$ cat src/rtl/crypt_cbc_seq.sv
// Sequential toy block cipher with CBC/ECB chaining over an M-block message.
// One cipher round per clock. The full result is registered when the last
// round completes, then presented for one DONE cycle with ap_done/ap_ready.
module crypt_cbc_seq #(
    parameter int unsigned W = 16,  // block width in bits (>= 2)
    parameter int unsigned M = 4,   // blocks per message (>= 1)
    parameter int unsigned N = 2    // cipher rounds per block (>= 1)
) (
    input  logic           ap_clk,
    input  logic           ap_rst,
    input  logic           ap_start,
    input  logic           encrypt_decrypt,
    input  logic           chain_en,
    input  logic [W-1:0]   key,
    input  logic [W-1:0]   iv,
    input  logic [M*W-1:0] message,
    output logic           ap_done,
    output logic           ap_idle,
    output logic           ap_ready,
    output logic [M*W-1:0] ap_return
);

    localparam int unsigned BW = (M > 1) ? $clog2(M) : 1;
    localparam int unsigned RW = (N > 1) ? $clog2(N) : 1;

    typedef enum logic [1:0] {StIdle, StRun, StDone} state_e;

    state_e         state_q, state_d;
    logic [M*W-1:0] msg_q, msg_d;    // captured input blocks (ciphertext kept for CBC decrypt)
    logic [W-1:0]   key_q, key_d;
    logic           dec_q, dec_d;
    logic           chain_q, chain_d;
    logic [W-1:0]   x_q, x_d;        // working value of the current block
    logic [W-1:0]   prev_q, prev_d;  // previous ciphertext block, used by decrypt
    logic [M*W-1:0] res_q, res_d;    // result blocks assembled so far
    logic [M*W-1:0] ret_q, ret_d;
    logic [BW-1:0]  blk_q, blk_d;
    logic [RW-1:0]  rnd_q, rnd_d;

    function automatic logic [W-1:0] enc_round(input logic [W-1:0] x, input logic [W-1:0] k,
                                               input logic [W-1:0] r);
        logic [W-1:0] t;
        t = x ^ k;
        return {t[W-2:0], t[W-1]} + r;
    endfunction

    function automatic logic [W-1:0] dec_round(input logic [W-1:0] x, input logic [W-1:0] k,
                                               input logic [W-1:0] r);
        logic [W-1:0] t;
        t = x - r;
        return {t[0], t[W-1:1]} ^ k;
    endfunction

    // Next-state: operand capture on accept, one round per RUN cycle, chaining between blocks
    always_comb begin
        logic [W-1:0] rnd_val;
        logic [W-1:0] y;
        logic [W-1:0] blk_out;
        logic [W-1:0] nxt;
        int unsigned  nb;

        state_d = state_q;
        msg_d   = msg_q;
        key_d   = key_q;
        dec_d   = dec_q;
        chain_d = chain_q;
        x_d     = x_q;
        prev_d  = prev_q;
        res_d   = res_q;
        ret_d   = ret_q;
        blk_d   = blk_q;
        rnd_d   = rnd_q;
        rnd_val = '0;
        y       = '0;
        blk_out = '0;
        nxt     = '0;
        nb      = 0;

        unique case (state_q)
            StIdle: begin
                if (ap_start) begin
                    msg_d   = message;
                    key_d   = key;
                    dec_d   = encrypt_decrypt;
                    chain_d = chain_en;
                    // Encrypt folds the IV into block 0 up front; decrypt applies it afterwards.
                    x_d     = message[W-1:0] ^ ((chain_en && !encrypt_decrypt) ? iv : '0);
                    prev_d  = iv;
                    res_d   = '0;
                    blk_d   = '0;
                    rnd_d   = '0;
                    state_d = StRun;
                end
            end
            StRun: begin
                // Decrypt walks the round constants in reverse order.
                if (dec_q) rnd_val = W'(N - 1 - int'(rnd_q));
                else       rnd_val = W'(int'(rnd_q));
                y     = dec_q ? dec_round(x_q, key_q, rnd_val) : enc_round(x_q, key_q, rnd_val);
                x_d   = y;
                rnd_d = rnd_q + RW'(1);
                if (rnd_q == RW'(N - 1)) begin
                    blk_out = dec_q ? (y ^ (chain_q ? prev_q : '0)) : y;
                    res_d[int'(blk_q)*W +: W] = blk_out;
                    prev_d = msg_q[int'(blk_q)*W +: W];
                    rnd_d  = '0;
                    if (blk_q == BW'(M - 1)) begin
                        ret_d   = res_d;
                        state_d = StDone;
                    end else begin
                        nb    = int'(blk_q) + 1;
                        nxt   = msg_q[nb*W +: W];
                        blk_d = blk_q + BW'(1);
                        x_d   = dec_q ? nxt : (nxt ^ (chain_q ? y : '0));
                    end
                end
            end
            StDone: begin
                state_d = StIdle;
            end
            default: begin
                state_d = StIdle;
            end
        endcase
    end

    // State and datapath registers with synchronous reset
    always_ff @(posedge ap_clk) begin
        if (ap_rst) begin
            state_q <= StIdle;
            msg_q   <= '0;
            key_q   <= '0;
            dec_q   <= 1'b0;
            chain_q <= 1'b0;
            x_q     <= '0;
            prev_q  <= '0;
            res_q   <= '0;
            ret_q   <= '0;
            blk_q   <= '0;
            rnd_q   <= '0;
        end else begin
            state_q <= state_d;
            msg_q   <= msg_d;
            key_q   <= key_d;
            dec_q   <= dec_d;
            chain_q <= chain_d;
            x_q     <= x_d;
            prev_q  <= prev_d;
            res_q   <= res_d;
            ret_q   <= ret_d;
            blk_q   <= blk_d;
            rnd_q   <= rnd_d;
        end
    end

    // Handshake outputs decoded from the state
    always_comb begin
        ap_idle   = (state_q == StIdle);
        ap_done   = (state_q == StDone);
        ap_ready  = (state_q == StDone);
        ap_return = ret_q;
    end

endmodule

$ cat config.mk
export PLATFORM = sky130hd
export DESIGN_NAME = crypt_cbc_seq
export DESIGN_NICKNAME = d
export VERILOG_FILES = /design/src/rtl/crypt_cbc_seq.sv
export SDC_FILE = /design/constraint.sdc
export NUM_CORES = 1
export LEC_CHECK = 0
export CORE_MARGIN = 2
export CORE_UTILIZATION = 30
export DETAILED_ROUTE_END_ITERATION = 8
export PLACE_DENSITY = 0.54
export SLEW_MARGIN = 20
export SYNTH_ARGS = -nofsm -noshare
export SYNTH_HDL_FRONTEND = slang
export SYNTH_SLANG_ARGS = --single-unit
$ cat constraint.sdc
create_clock -name ap_clk -period 4.5 [get_ports ap_clk]
set_input_delay 1.125 -clock ap_clk [delete_from_list [all_inputs] [get_ports ap_clk]]
set_output_delay 1.125 -clock ap_clk [all_outputs]
set_load 0.01 [all_outputs]
==> flow_metrics.py <==
metrics = {
    "worst_setup_path": {
        "cp.arrival_ns": 2.12,
        "endpoint": "ap_ready",
        "worstPathRequired_ns": 3.38,
        "reg2reg_depth": 9,
        "reg2reg_to": "ap_return[11]",
        "r2r_start": "rnd_q",
        "start_kind": "flop",
        "crit_path_end_kind": "output pin",
        "worst-path-max-fanout": 9,
        "ff2ff_setup_slack_ns": 1.31,
        "critPathKind": "flop to output pin",
        "startpoint": "state_q[1]",
    },
    "synth": {
        "synth_nets": 1653,
        "synth-compound-area-share": 0.237,
        "yosys.cell_types.count": 75,
        "netlist_instances": 1542,
        "synth_xor_area_frac": 0.0679,
        "ys_seq_elements": 247,
        "synth_edf_count": 0,
        "yosysWarnings": 0,
        "syn-mean-instance-area_um2": 8.09,
        "yosys.area_share.adder": 0.0100,
        "synth_seq_area_share": 0.396,
        "synthArstFlopShare": 0,
        "synth_ff_type": "dfxtp_1",
        "synth_top_family_by_area": "compound AO/OA/AOI/OAI gates",
        "synth-simple-area-share": 0.190,
        "muxShareOfSynthArea": 0.0551,
        "synth_area_um2": 12500,
    },
    "placement": {
        "gp_congestion": 0.836,
        "io_buffers": 167,
        "dpl.hpwl_mm": 31.0,
        "pre_cts_slack_ns": 1.16,
    },
    "global_routing": {
        "met2_usage": 0.300,
        "grt_pass1_wl_mm": 66.0,
        "grt_pass1_vias": 11200,
        "top_usage_layer": "met2",
        "grt_usage": 0.189,
        "antenna_found_initial": 0,
        "met1_usage": 0.271,
        "grt_max_degree": 88,
        "grt_overflow": 0,
        "use_met3": 0.0246,
    },
    "detailed_routing": {
        "final_antenna_net_count": 0,
        "wire_per_inst_um": 19.2,
        "drt-total-wl_mm": 42.2,
        "vias": 11700,
        "vias_per_cell": 5.33,
        "drtIter0Drc": 967,
        "drt_pre_antenna_iters": 7,
        "drc": 0,
    },
    "power_and_ir_drop": {
        "ir_drop_uv": 264,
        "power.density_nw_per_um2": 364,
        "p_leak_nw": 5.33,
    },
    "sta": {
        "fin_tns_setup_ns": 0,
        "min_period_over_period": 0.720,
        "setup_slack_ns": 1.26,
        "grt_setup_unrepaired": "false",
        "layout_min_cycle_time_ns": 3.24,
        "clock_skew_ns": 0.0157,
        "max_slew_margin": 0.294,
        "setup_viol": 0,
        "finalHoldViolCount": 0,
        "worstMarginPinSlew_ns": 1.05,
        "timing.fmax_ghz": 0.309,
        "maxSlewViolCount": 0,
    },
    "clock_tree": {
        "root_buffer": "clkbuf_16",
        "cts_resized": 0,
        "h-tree-depth": 1,
        "cts_sinks": 247,
        "clk_transition_reported_paths_ns": 0.06,
        "insertion_delay_ns": 0.57,
        "cts_buffers": 27,
        "post_cts_buffers": 0,
        "cts_hold_buffers": 0,
        "cts_buffer_depth": 3,
        "cts_tree": "built",
    },
    "layout": {
        "nets": 1758,
        "insertedDiodeCount": 0,
        "area_growth_pct": 24.3,
        "drive_gt1_frac": 0.0743,
    },
    "die": {
        "die_h_um": 208,
        "coreArea_um2": 40900,
        "ios": 168,
        "dieArea_um2": 43200,
        "row_count": 74,
        "die_w_um": 208,
        "initial_core_util": 0.305,
    },
    "run": {
        "maxCapViolCount": 0,
    },
    "min_path": {
        "holdCritPathClass": "flop to flop",
    },
    "status": {
        "outcome": "complete, no violations",
    },
}
[cells by family (layout without fill, tap and decap cells)]
| group | after synthesis | in the layout |
|---|---|---|
| flip-flops | 247 | 247 |
| AO/OA/AOI/OAI | 467 | 467 |
| adder cells (fa/ha/maj) | 10 | 10 |
| buffers and inverters | 139 | 265 |
| AND/OR/NAND/NOR | 541 | 541 |
| XOR/XNOR | 90 | 90 |
| multiplexers | 48 | 48 |
[where the power goes]
part / internal [mW] / total, mW / switching [mW]
clock network: 1.30 / 2.26 / 0.961
registers: 2.27 / 2.37 / 0.102
logic: 0.400 / 1.01 / 0.611
[metrics by stage]
| step | hold WS, ns | power (mW) | util | area (um2) | instances |
|---|---|---|---|---|---|
| 2_1_floorplan | 0.417 | 3.04 | - | 12500 | 1542 |
| 3_3_place_gp | 0.431 | 3.41 | 0.357 | 14600 | 2150 |
| 3_5_place_dp | 0.443 | 3.43 | 0.357 | 14600 | 2150 |
| 4_1_cts | 0.452 | 5.69 | 0.379 | 15500 | 2200 |
| 5_1_grt | 0.472 | 5.88 | 0.379 | 15500 | 2200 |
| 6_report | 0.451 | 5.64 | 0.379 | 15500 | 2200 |
[how the worst min path moves through the flow]
stage                         start  depth (start not counted)       endpoint  slack [ns]
final                     res_q[12]                          2  ap_return[12]        0.45
after detailed placement  res_q[13]                          2      res_q[13]        0.44
after floorplan           res_q[20]                          2      res_q[20]        0.42
after global routing       msg_q[8]                          2       msg_q[8]        0.47
after global placement    res_q[20]                          2      res_q[20]        0.43
after CTS                 res_q[12]                          2  ap_return[12]        0.45
[area by class of cell]
type	instances	area, um2
flip-flops and latches	247	4950
multi-input cells	1156	7010
repair buffers	198	1910
inverters	17	63.8
fillers	4198	25400
clock buffers	36	749
clock inverters	14	149
well taps	532	666
[state kept, by name (all words and copies together) (netlist names)]
name / count
ap_return: 64
msg_q: 64
res_q: 64
key_q: 16
prev_q: 16
x_q: 16
blk_q: 2
state_q: 2
chain_q: 1
dec_q: 1
rnd_q: 1
[cells in the final DEF (no fill, tap or decap), types with 7 or more instances in the layout]
cell / synthesis / final
nand2_1: 323 / 322
dfxtp_1: 247 / 245
clkdlybuf4s50_1: 0 / 166
a21oi_1: 140 / 140
o21ai_0: 127 / 127
nor2_1: 97 / 95
xnor2_1: 50 / 50
xor2_1: 36 / 36
buf_4: 1 / 31
a32oi_1: 28 / 28
mux2i_1: 27 / 27
clkbuf_16: 0 / 27
nand3_1: 24 / 24
a311oi_1: 21 / 21
a31oi_1: 20 / 20
a221oi_1: 19 / 19
mux4_2: 16 / 16
nor3_1: 15 / 15
a211oi_1: 14 / 14
inv_1: 12 / 12
o211ai_1: 11 / 11
o22ai_1: 10 / 10
a21o_1: 10 / 10
nor4_1: 11 / 10
ha_1: 10 / 10
and2_1: 9 / 9
and3_1: 8 / 8
a22oi_1: 8 / 8
a32o_1: 8 / 8
nand2b_1: 7 / 7
[per-layer routing]
metal / vias to the layer above / part of all wire
li1: 5727 / -
met5: - / 0
met3: 47 / 0.057
met2: 398 / 0.45
met1: 5549 / 0.48
met4: 0 / 0.022
[cell usage after synthesis (11+ instances only)]
master | count | area, um2
nand2_1 | 323 | 1210
dfxtp_1 | 247 | 4940
a21oi_1 | 140 | 701
o21ai_0 | 127 | 636
clkbuf_1 | 107 | 402
nor2_1 | 97 | 364
xnor2_1 | 50 | 438
xor2_1 | 36 | 315
a32oi_1 | 28 | 245
mux2i_1 | 27 | 270
nand3_1 | 24 | 120
a311oi_1 | 21 | 184
a31oi_1 | 20 | 125
a221oi_1 | 19 | 166
mux4_2 | 16 | 360
nor3_1 | 15 | 75.1
a211oi_1 | 14 | 105
inv_1 | 12 | 45.0
nor4_1 | 11 | 68.8
o211ai_1 | 11 | 82.6
[worst max-delay path, cell delays in order (launching register included)]
cell,delay (ns)
dfxtp_1,0.56
inv_1,0.24
nor2_1,0.19
clkdlybuf4s50_1,0.56
(Power assumes the default switching activity.)
==> edit 1 (same flow settings) <==
The 3 states of `state_e` get a one-hot encoding in 3 bits.
--- a/src/rtl/crypt_cbc_seq.sv
+++ b/src/rtl/crypt_cbc_seq.sv
@@ -24,5 +24,5 @@
     localparam int unsigned RW = (N > 1) ? $clog2(N) : 1;
 
-    typedef enum logic [1:0] {StIdle, StRun, StDone} state_e;
+    typedef enum logic [2:0] {StIdle = 3'b001, StRun = 3'b010, StDone = 3'b100} state_e;
 
     state_e         state_q, state_d;
Behaviour: no difference found for any inputs over 4 cycles, from zero or initial values and one cycle with ap_rst high; so few cycles prove little.
==> edit 1 against the original RTL <==
Non-clock buffer count is 1 higher. Cell area is 3.1% higher. Hold slack better by 0.95 ps. Synthesized area up 3.1%. Clock power rose by 8%. Total power grew 2.3%. Routed wire length is 7.2% higher. Worst setup slack lost 340 ps. Sequential cell count rose by 1.
==> edit 1: results (changes against the original RTL) <==
| Metric | Value |
|---|---|
| Status | `complete, no violations (unchanged)` |
| Crit path DAT | `4030 ps (was 2120 ps)` |
| Dpl cell area | `15000 µm² (was 14600 µm²)` |
| Synth cell count leaders | `nand2_1, dfxtp_1, a21oi_1 (unchanged)` |
| Crit Path Class | `register to register (was register to output pin)` |
| Crit-path max cell delay | `610 ps (was 560 ps)` |
| Leakage Power | `5.54 nW (was 5.33 nW)` |
| First drt pass iteration count | `5 (was 7)` |
| Fillers | `4271 (was 4198)` |
| Area contributors post-synth | `dfxtp_1, nand2_1, a21oi_1 (unchanged)` |
| Pre-CTS setup slack | `972 ps (was 1160 ps)` |
| Met3 usage | `3.23% (was 2.46%)` |
| Met2 wire length | `19600 µm (was 18800 µm)` |
| Clock Skew | `18.2 ps (was 15.7 ps)` |
| CP Capture Point | `res_q[9] (was ap_ready)` |
| First-pass GRT wire length | `69800 µm (was 66000 µm)` |
| Hold Crit Start | `msg_q[6] (was res_q[12])` |
| VDD IR max | `0.283 mV (was 0.264 mV)` |
| Distinct cells, synth | `77 (was 75)` |
| Seq/Total Area, Yosys | `38.6% (was 39.6%)` |
| R2R depth | `10 (was 9)` |
| Worst Path Max Fanout | `20 (was 9)` |
| Met2 Use GR | `30.3% (was 30.0%)` |
| GRT Overall Usage | `20.0% (was 18.9%)` |
| Max_slew headroom | `24.6% (was 29.4%)` |
| WHS Endpoint | `msg_q[6] (was ap_return[12])` |
| Final RePlAce weighted congestion | `0.871 (was 0.836)` |
| CTS Buf Count | `29 (was 27)` |
| DR iter-0 viols | `923 (was 967)` |
| Final worst setup slack | `922 ps (was 1260 ps)` |
| Slowest stage cell on the critical path | `or4b_1 (was dfxtp_1)` |
| Routed wire per std cell | `20.2 µm (was 19.2 µm)` |
| Met1 Use GR | `28.7% (was 27.1%)` |
## edit 1: cell count changes in the layout (fill, tap and decap cells not counted), moves of 7 or more
| cell | unedited run | this run |
|---|---|---|
| nor3_1 | 15 | 39 |
| nor2b_1 | 4 | 14 |
| a32oi_1 | 28 | 15 |
| a32o_1 | 8 | 0 |
| nor2_1 | 95 | 79 |
| nand3_1 | 24 | 31 |
| o21ai_0 | 127 | 85 |
| nand2_1 | 322 | 278 |
| xnor2_1 | 50 | 33 |
| a22o_1 | 1 | 42 |
| a21oi_1 | 140 | 192 |
## edit 1: worst register-to-register path, cell delays in order (launching register included)
cell	delay [ps]
dfxtp_1	300
buf_4	230
xor2_1	240
ha_1	250
ha_1	200
or4b_1	610
nor3_1	400
xor3_1	470
and2_1	220
or2_2	330
a22o_1	220
## edit 1: layout make-up
type	instances	area, µm²	share of cell area [%]
clock buffers	40	837	5.24
flip-flops and latches	248	4970	31.1
clock inverters	13	151	0.948
repair buffers	199	1930	12.1
inverters	18	67.6	0.423
multi-input cells	1180	7340	46.0
well taps	539	674	4.22
## edit 1: kinds of logic (layout without fill, tap and decap cells)
group	Yosys count	in the layout	share of synthesized area [%]
AOI/OAI and AO/OA	514	514	25.8
DFF	248	248	38.6
muxes	47	47	5.23
and+or+nand+nor	533	533	19.1
xor gates and xnor gates	76	76	5.64
adders and majority gates	10	10	0.972
buffers and inverters	155	270	4.76
## edit 1: through the flow
stage | hold WS (ps) | std cells | utilization [%]
final | 452 | 2237 | 37.9
after global routing | 473 | 2237 | 37.9
after CTS | 456 | 2237 | 37.9
after detailed placement | 447 | 2184 | 35.6
after global placement | 439 | 2184 | 35.5
after floorplan | 426 | 1583 | -
## edit 1: power breakdown
part           total, mW  internal [mW]  switching, mW
logic              0.951          0.368          0.583
registers           2.38           2.28          0.102
clock network       2.43           1.47          0.965
==> edit 2 (config.mk and constraints unchanged) <==
Without the edit above. Set the parameter `W` to 32 (it was 16).
--- a/src/rtl/crypt_cbc_seq.sv
+++ b/src/rtl/crypt_cbc_seq.sv
@@ -3,5 +3,5 @@
 // round completes, then presented for one DONE cycle with ap_done/ap_ready.
 module crypt_cbc_seq #(
-    parameter int unsigned W = 16,  // block width in bits (>= 2)
+    parameter int unsigned W = 32,  // block width in bits (>= 2)
     parameter int unsigned M = 4,   // blocks per message (>= 1)
     parameter int unsigned N = 2    // cipher rounds per block (>= 1)
Interface: changed (resized ap_return, iv, key and message); port bits go from 168 to 328. No check against the original RTL was run, so the function may have changed too.
==> edit 2 against the original RTL <==
Via count increased by 97%. Routed wire length increased by 120%. Cell area increased by 96%. Combinational power increased by 92%. Total power increased by 96%. Worst setup slack got worse by 600 ps. Clock power increased by 98%. Sequential power increased by 96%. Register-to-register slack got worse by 650 ps. Synthesized area increased by 96%. Sequential cell count increased by 240. Global-route usage increased by 2.6 points. Critical path type is now register to register. Largest cell class unchanged. Highest routed layer is now met5.
==> edit 2: results (changes against the original RTL) <==
| Metric | Value |
|---|---|
| Area fraction of the dominant cell type after synthesis | `39.8% (was 39.6%)` |
| Fraction of layout cells with a size suffix above 1 | `7.10% (was 7.43%)` |
| Postcts setup bufs | `0 (unchanged)` |
| R2R Path Start | `rnd_q (unchanged)` |
| First-pass GRT wire length | `139000 µm (was 66000 µm)` |
| Insertion delay of the later-clocked pin in the worst-skew pair | `620 ps (was 570 ps)` |
| Clock Skew | `20.1 ps (was 15.7 ps)` |
| CP delay by family, top | `simple AND/OR/NAND/NOR gates (was buffers and inverters)` |
| Post-DP HPWL | `66400 µm (was 31000 µm)` |
| Area contributors post-synth | `dfxtp_1, nand2_1, a21oi_1 (unchanged)` |
| Clk buf depth | `3 (unchanged)` |
| PortBufs | `327 (was 167)` |
| Largest net degree at the start of global routing | `153 (was 88)` |
| R2R Setup Slk | `660 ps (was 1310 ps)` |
| Worst Path Max Fanout | `9 (unchanged)` |
| Async S/R FF share, synth | `0% (unchanged)` |
| Syn Nets | `3251 (was 1653)` |
| Synth cell count leaders | `nand2_1, dfxtp_1, nor2_1 (was nand2_1, dfxtp_1, a21oi_1)` |
| Slew @ Worst Pin | `1100 ps (was 1050 ps)` |
| Ys Warns | `0 (unchanged)` |
| R2R depth | `10 (was 9)` |
| VDD IR max | `0.286 mV (was 0.264 mV)` |
| Hold_ws | `450 ps (was 451 ps)` |
| Status | `complete, no violations (unchanged)` |
| Routed wire per std cell | `21.4 µm (was 19.2 µm)` |
| Hold Crit Start | `res_q[84] (was res_q[12])` |
| Initial antenna violation count | `3 (was 0)` |
| Nets@finish | `3435 (was 1758)` |
| First drt pass iteration count | `5 (was 7)` |
| Vias | `23066 (was 11721)` |
| Dominant register cell in the synthesized netlist | `dfxtp_1 (unchanged)` |
| Leakage Power | `10.5 nW (was 5.33 nW)` |
| Clk pin slew, worst setup/hold paths | `70 ps` |
| Clock Root Buffer | `clkbuf_16 (unchanged)` |
| Reg2Reg Capture Point | `ap_return[27] (was ap_return[11])` |
| Crit-path max cell delay | `640 ps (was 560 ps)` |
| Final RePlAce weighted congestion | `0.903 (was 0.836)` |
| DR iter-0 viols | `2026 (was 967)` |
| Vias in the first global route | `21309 (was 11233)` |
| Seq/Total Area, Yosys | `39.8% (was 39.6%)` |
| Dpl cell area | `28700 µm² (was 14600 µm²)` |
| WHS Endpoint | `res_q[84] (was ap_return[12])` |
| GRT Overall Usage | `21.5% (was 18.9%)` |
| Crit path DAT | `4370 ps (was 2120 ps)` |
| Setup-failing EPs final | `0 (unchanged)` |
| CTS Buf Count | `53 (was 27)` |
| CTS Hold Bufs | `0 (unchanged)` |
| H-tree depth | `2 (was 1)` |
| Distinct cells, synth | `85 (was 75)` |
| Hold depth | `2 (unchanged)` |
| Slowest stage cell on the critical path | `or3_1 (was dfxtp_1)` |
==> edit 2: cell type report <==
cell class	instances	area [µm²]
multi-input combinational	2286	13700
clock inverter	14	158
clock buffer	81	1600
antenna	2	5.00
inverter	14	52.6
fill	8405	50200
tap	1060	1330
timing repair buffer	386	3800
sequential	487	9760
==> edit 2: cell families after synthesis <==
group | after synthesis | share of synthesized area, %
and+or+nand+nor | 1232 | 22.4
DFF | 487 | 39.8
adders and majority gates | 10 | 0.511
buffers and inverters | 271 | 4.32
muxes | 92 | 5.50
AOI/OAI and AO/OA | 789 | 21.2
xor gates and xnor gates | 163 | 6.25
==> edit 2: layer usage <==
| layer | part of all wire [%] | track usage, % | routed length [µm] |
|---|---|---|---|
| met1 | 48 | 31.9 | 44600 |
| met5 | 0.014 | 0 | 13 |
| met4 | 1.8 | 4.86 | 1710 |
| met2 | 44 | 32.8 | 40700 |
| met3 | 6.3 | 3.01 | 5820 |
==> edit 2: worst max-delay path by stage <==
stage                     slack (ps)  start  cells past startpoint              to
after floorplan                   80  dec_q                     16   ap_return[19]
after global placement           790  dec_q                     11   ap_return[19]
after detailed placement         730  rnd_q                     10   ap_return[27]
after CTS                        710  rnd_q                     11  ap_return[115]
after global routing             420  rnd_q                     11   ap_return[19]
final                            660  rnd_q                     10   ap_return[27]
==> edit 2: stage by stage <==
step           worst slack (ps)  cells
6_report                    659   4330
5_1_grt                     424   4330
4_1_cts                     712   4328
3_5_place_dp                734   4233
3_3_place_gp                791   4233
2_1_floorplan              84.7   3044
==> edit 2: report_power, final <==
group	internal, mW	total, mW	switching [mW]
registers	4.47	4.65	0.182
logic	0.731	1.94	1.21
clock network	2.62	4.48	1.86
total	7.82	11.1	3.25
